--- src/rtl/truth_table_sequencer.sv ---
`default_nettype none
// ============================================================================
//  Module      : truth_table_sequencer
//  Description : Self-running exhaustive stimulus/capture stage for a
//                4-input, 2-output combinational block. On start it walks
//                {a,b,c,d} through 0..15, holds each vector for a
//                programmable dwell, and captures F1/F2 on the last dwell
//                cycle into two 16-bit response words.
//  Revision    : 1.0 - initial release
// ============================================================================
module truth_table_sequencer #(
    parameter int DWELL      = 10,   // dwell for vectors below TAIL_START (1..255)
    parameter int TAIL_DWELL = 50,   // dwell for vectors TAIL_START..15 (1..255)
    parameter int TAIL_START = 14    // first vector using TAIL_DWELL (0..16)
) (
    input  logic        clk,
    input  logic        rst,
    input  logic        start,
    input  logic        f1_in,
    input  logic        f2_in,
    output logic        a,
    output logic        b,
    output logic        c,
    output logic        d,
    output logic [3:0]  vec_idx,
    output logic        busy,
    output logic        done,
    output logic [15:0] resp_f1,
    output logic [15:0] resp_f2
);

    typedef enum logic [1:0] {
        ST_IDLE  = 2'd0,
        ST_DRIVE = 2'd1,
        ST_DONE  = 2'd2
    } state_t;

    localparam logic [7:0] DWELL_W      = 8'(DWELL);
    localparam logic [7:0] TAIL_DWELL_W = 8'(TAIL_DWELL);
    // Five bits so that TAIL_START = 16 ("no tail") is representable.
    localparam logic [4:0] TAIL_START_W = 5'(TAIL_START);

    state_t      state;
    logic [7:0]  dwell_cnt;
    logic [7:0]  dwell_limit;
    logic        last_cycle;

    // Dwell length for the vector currently on the outputs.
    assign dwell_limit = ({1'b0, vec_idx} < TAIL_START_W) ? DWELL_W : TAIL_DWELL_W;
    assign last_cycle  = (dwell_cnt == (dwell_limit - 8'd1));

    // Stimulus bits are direct copies of the vec_idx register bits, so each
    // vector change is glitch-free at the block boundary.
    assign {a, b, c, d} = vec_idx;

    // Sweep controller: sequencing, dwell counting and response capture.
    always_ff @(posedge clk) begin
        if (rst) begin
            state     <= ST_IDLE;
            vec_idx   <= 4'd0;
            dwell_cnt <= 8'd0;
            busy      <= 1'b0;
            done      <= 1'b0;
            resp_f1   <= 16'd0;
            resp_f2   <= 16'd0;
        end else begin
            case (state)
                ST_IDLE, ST_DONE: begin
                    // A restart from DONE behaves exactly like one from IDLE.
                    if (start) begin
                        state     <= ST_DRIVE;
                        vec_idx   <= 4'd0;
                        dwell_cnt <= 8'd0;
                        busy      <= 1'b1;
                        done      <= 1'b0;
                        resp_f1   <= 16'd0;
                        resp_f2   <= 16'd0;
                    end
                end
                ST_DRIVE: begin
                    // start is deliberately ignored here.
                    if (last_cycle) begin
                        // Sample at the end of the dwell so the downstream
                        // block has had L-1 cycles to settle.
                        resp_f1[vec_idx] <= f1_in;
                        resp_f2[vec_idx] <= f2_in;
                        dwell_cnt        <= 8'd0;
                        if (vec_idx == 4'd15) begin
                            state   <= ST_DONE;
                            vec_idx <= 4'd0;
                            busy    <= 1'b0;
                            done    <= 1'b1;
                        end else begin
                            vec_idx <= vec_idx + 4'd1;
                        end
                    end else begin
                        dwell_cnt <= dwell_cnt + 8'd1;
                    end
                end
                default: begin
                    state <= ST_IDLE;
                    busy  <= 1'b0;
                    done  <= 1'b0;
                end
            endcase
        end
    end

endmodule
`default_nettype wire
--- config.mk ---
export PLATFORM = sky130hd
export DESIGN_NAME = truth_table_sequencer
export DESIGN_NICKNAME = d
export VERILOG_FILES = /design/src/rtl/truth_table_sequencer.sv
export SDC_FILE = /design/constraint.sdc
export NUM_CORES = 1
export LEC_CHECK = 0
export BUFFER_PORTS_ARGS = -buffer_cell sky130_fd_sc_hd__buf_2
export CAP_MARGIN = 20
export CORE_MARGIN = 5
export CORE_UTILIZATION = 40
export CTS_CLUSTER_SIZE = 12
export DETAILED_ROUTE_END_ITERATION = 6
export HOLD_SLACK_MARGIN = 0.03
export SYNTH_ARGS = -nofsm -noshare
export SYNTH_HDL_FRONTEND = slang
export SYNTH_SLANG_ARGS = --single-unit
export TNS_END_PERCENT = 10
--- constraint.sdc ---
create_clock -name clk -period 2.4 [get_ports clk]
set_input_delay 0.24 -clock clk [delete_from_list [all_inputs] [get_ports clk]]
set_output_delay 0.24 -clock clk [all_outputs]
set_load 0.02 [all_outputs]
==> results.cfg <==
[critical_path]
worstPathRequired_ns = 2.65
critical_path_buf_inv_count = 2
critPathSlowestCell = or4b_1
slowest_delay_ns = 0.47
cp-start-kind = flop
crit_chain = ha_1 -> or4b_1 -> buf_4 -> nor4b_4 -> buf_4 -> a32o_1 -> a21o_1
cp-end-kind = flop
crit_top_cell = buf_4
path_delay_family = simple AND/OR/NAND/NOR gates
r2r-start = dwell_cnt[0]$_SDFFE_PP0P_
reg2regPathDepth = 7
crit_fanout = 16
path_class = reg -> reg
ff2ff_setup_slack_ns = 0.34
worstPathArrival_ns = 2.32
rr_endpoint = resp_f1[15]$_SDFFE_PP0P_

[global_routing]
first_global_vias = 2099
grt_start_max_net_pins = 50
gr-total-overflow = 0
groute.usage.overall_pct = 16.1
antenna_found_initial = 0
grt_pass1_wl_mm = 10.1

[finish]
nNetsFinal = 351
num-fill-cells = 635
antenna_cells = 0
drive_gt1_share_pct = 21.8
area_growth_pct = 15.6
fin_cells = 417
fin_util_pct = 46.7

[synth]
synth_ff_type = dfxtp_1
synth_top_area_share_pct = 37.3
netlist_instances = 302
ys_seq_area_share_pct = 37.3
synthXorXnorAreaFrac_pct = 0.694
ys_ff_latch = 47
ys_warn_count = 0
synth-edff-count = 0
yosys.area_share.simple_pct = 31.0
synth-compound-area-share_pct = 20.8
synth_top_family_by_area = simple AND/OR/NAND/NOR gates
synthDistinctLibCells = 47
netlist.top_cell.by_area = dfxtp_1
async_flop_share_pct = 0
synthAdderAreaFrac_pct = 2.98
syn_area_per_cell_um2 = 8.35
synth.top_cells.by_area = dfxtp_1, nand2b_1, a31oi_1
synth_area_um2 = 2520
muxShareOfSynthArea_pct = 1.24
synth_most_common_cell = dfxtp_1
yosys-top-cells-count = dfxtp_1, o21ai_0, nand2b_1
syn-num-nets = 313

[clock_tree]
cts.clk_slew.worst_paths_ns = 0.09
post_cts_resized = 0
cts_max_level = 2
cts_tree = built
clockRootBuffer = clkbuf_8
clock_path_buffers = 2
insertion_delay_ns = 0.30
cts.sinks = 47
post_cts_buffers = 0
cts-hold-fix-buffers = 0
cts_buffers = 5

[drt]
wl_per_cell_um = 14.5
drtIter0Drc = 101
firstDrtPassIters = 4
vias = 2258
drc = 0
routed_wl_mm = 6.05
ant_nets = 0
vias_per_cell = 5.41

[sta]
fin_crit_ns = 2.06
whs_ns = 0.269
worst_slew_pin_slew_ns = 0.781
fmax_mhz = 485
rsz0062_at_grt = no
relSlewSlack_pct = 47.9
period_share_pct = 85.9
fin_tns_setup_ns = 0
drv_slew = 0
setup_viol = 0
hold_violations = 0
skew_ns = 0.00663

[place]
dpl.cell_count = 410
port_buffers = 46
place.detailed.hpwl_mm = 4.15
gp_congestion = 0.753

[hold_path]
hold_path_end = busy$_SDFFE_PP0P_
min_path_cells = 3
min_from = start
hold_path.class = in -> reg

[floorplanning]
dieArea_um2 = 7990
ioPinCount = 47
start_util_pct = 40.4
die_w_um = 89.4
rows = 29
die_h_um = 89.4
coreArea_um2 = 6240

[power]
ir_drop_uv = 223
p_leak_nw = 1.18
power.density_nw_per_um2 = 517

[status]
status = complete, no violations

[flow_run]
maxCapViolCount = 0
-- metal layers --
metal / global-route usage [%] / vias up / share of wire, %
li1: - / 1184 / -
met1: 22.6 / 1019 / 49
met2: 24.2 / 51 / 45
met3: 4.15 / 4 / 5.2
met4: 5.14 / 0 / 0.71
met5: 0 / - / 0
-- worst register-to-register path, cell delays in order (launching register included) --
cell,delay (ns)
dfxtp_1,0.41
ha_1,0.16
or4b_1,0.47
buf_4,0.20
nor4b_4,0.25
buf_4,0.26
a32o_1,0.19
a21o_1,0.08
-- placed cells by master, fill, tap and decap left out, types with 2 or more instances in the layout --
cell	n
nor2b_1	3
o2111ai_1	2
o21ai_0	33
buf_4	12
and3_1	6
xor2_1	2
clkbuf_8	5
nor3b_1	5
or3b_2	2
buf_2	46
nor2_1	5
and3b_1	9
o211ai_1	4
inv_1	6
nand2_1	10
nand2b_1	33
ha_1	6
o311ai_0	3
a31oi_1	30
nor3_1	32
a21o_1	3
o21ai_1	3
nand3_1	7
a32o_1	2
a21oi_1	2
nor4b_4	2
dfxtp_1	47
-- power breakdown --
part / total [W] / internal (W) / leakage [nW] / switching, W
Sequential: 0.000798 / 0.000788 / 0.379 / 0.00000983
Combinational: 0.000144 / 0.0000473 / 0.748 / 0.0000966
Clock: 0.000567 / 0.000306 / 0.0513 / 0.000261
Total: 0.00151 / 0.00114 / 1.18 / 0.000367
-- worst max path at each step --
stage | to | cells past startpoint | from | slack [ns]
6_report | resp_f1[15]$_SDFFE_PP0P_ | 7 | dwell_cnt[0]$_SDFFE_PP0P_ | 0.34
3_3_place_gp | resp_f1[15]$_SDFFE_PP0P_ | 7 | dwell_cnt[0]$_SDFFE_PP0P_ | 0.41
3_5_place_dp | resp_f2[6]$_SDFFE_PP0P_ | 6 | dwell_cnt[0]$_SDFFE_PP0P_ | 0.35
5_1_grt | resp_f2[5]$_SDFFE_PP0P_ | 6 | dwell_cnt[0]$_SDFFE_PP0P_ | 0.20
4_1_cts | resp_f2[6]$_SDFFE_PP0P_ | 6 | dwell_cnt[0]$_SDFFE_PP0P_ | 0.32
2_1_floorplan | resp_f2[3]$_SDFFE_PP0P_ | 7 | dwell_cnt[0]$_SDFFE_PP0P_ | 0.34
-- through the flow --
step | setup WS [ns] | total power, W | cell area [um^2]
global placement | 0.409 | 0.000959 | 2810
CTS | 0.317 | 0.00153 | 2920
global route | 0.200 | 0.00158 | 2920
finish | 0.338 | 0.00151 | 2920
floorplan | 0.342 | 0.000920 | 2520
detailed placement | 0.351 | 0.000961 | 2810
-- state kept, by name (all words and copies together), names as in the netlist --
signal     flops
vec_idx        4
state          2
resp_f1       16
busy           1
resp_f2       16
dwell_cnt      8
-- kinds of logic after synthesis --
group	count (synthesis)
simple gates	125
compound gates	86
flops	47
buf+inv	33
fa+ha+maj	6
mux	3
xor+xnor	2
-- cell type report --
cell class	count	area [um^2]	share of cell area (%)
Sequential cell	47	941	32.3
Timing Repair Buffer	58	320	11.0
Multi-Input combinational cell	222	1430	49.1
Tap cell	77	96.3	3.30
Clock inverter	1	30.0	1.03
Inverter	6	22.5	0.773
Clock buffer	6	72.6	2.49
(Power assumes the default switching activity.)
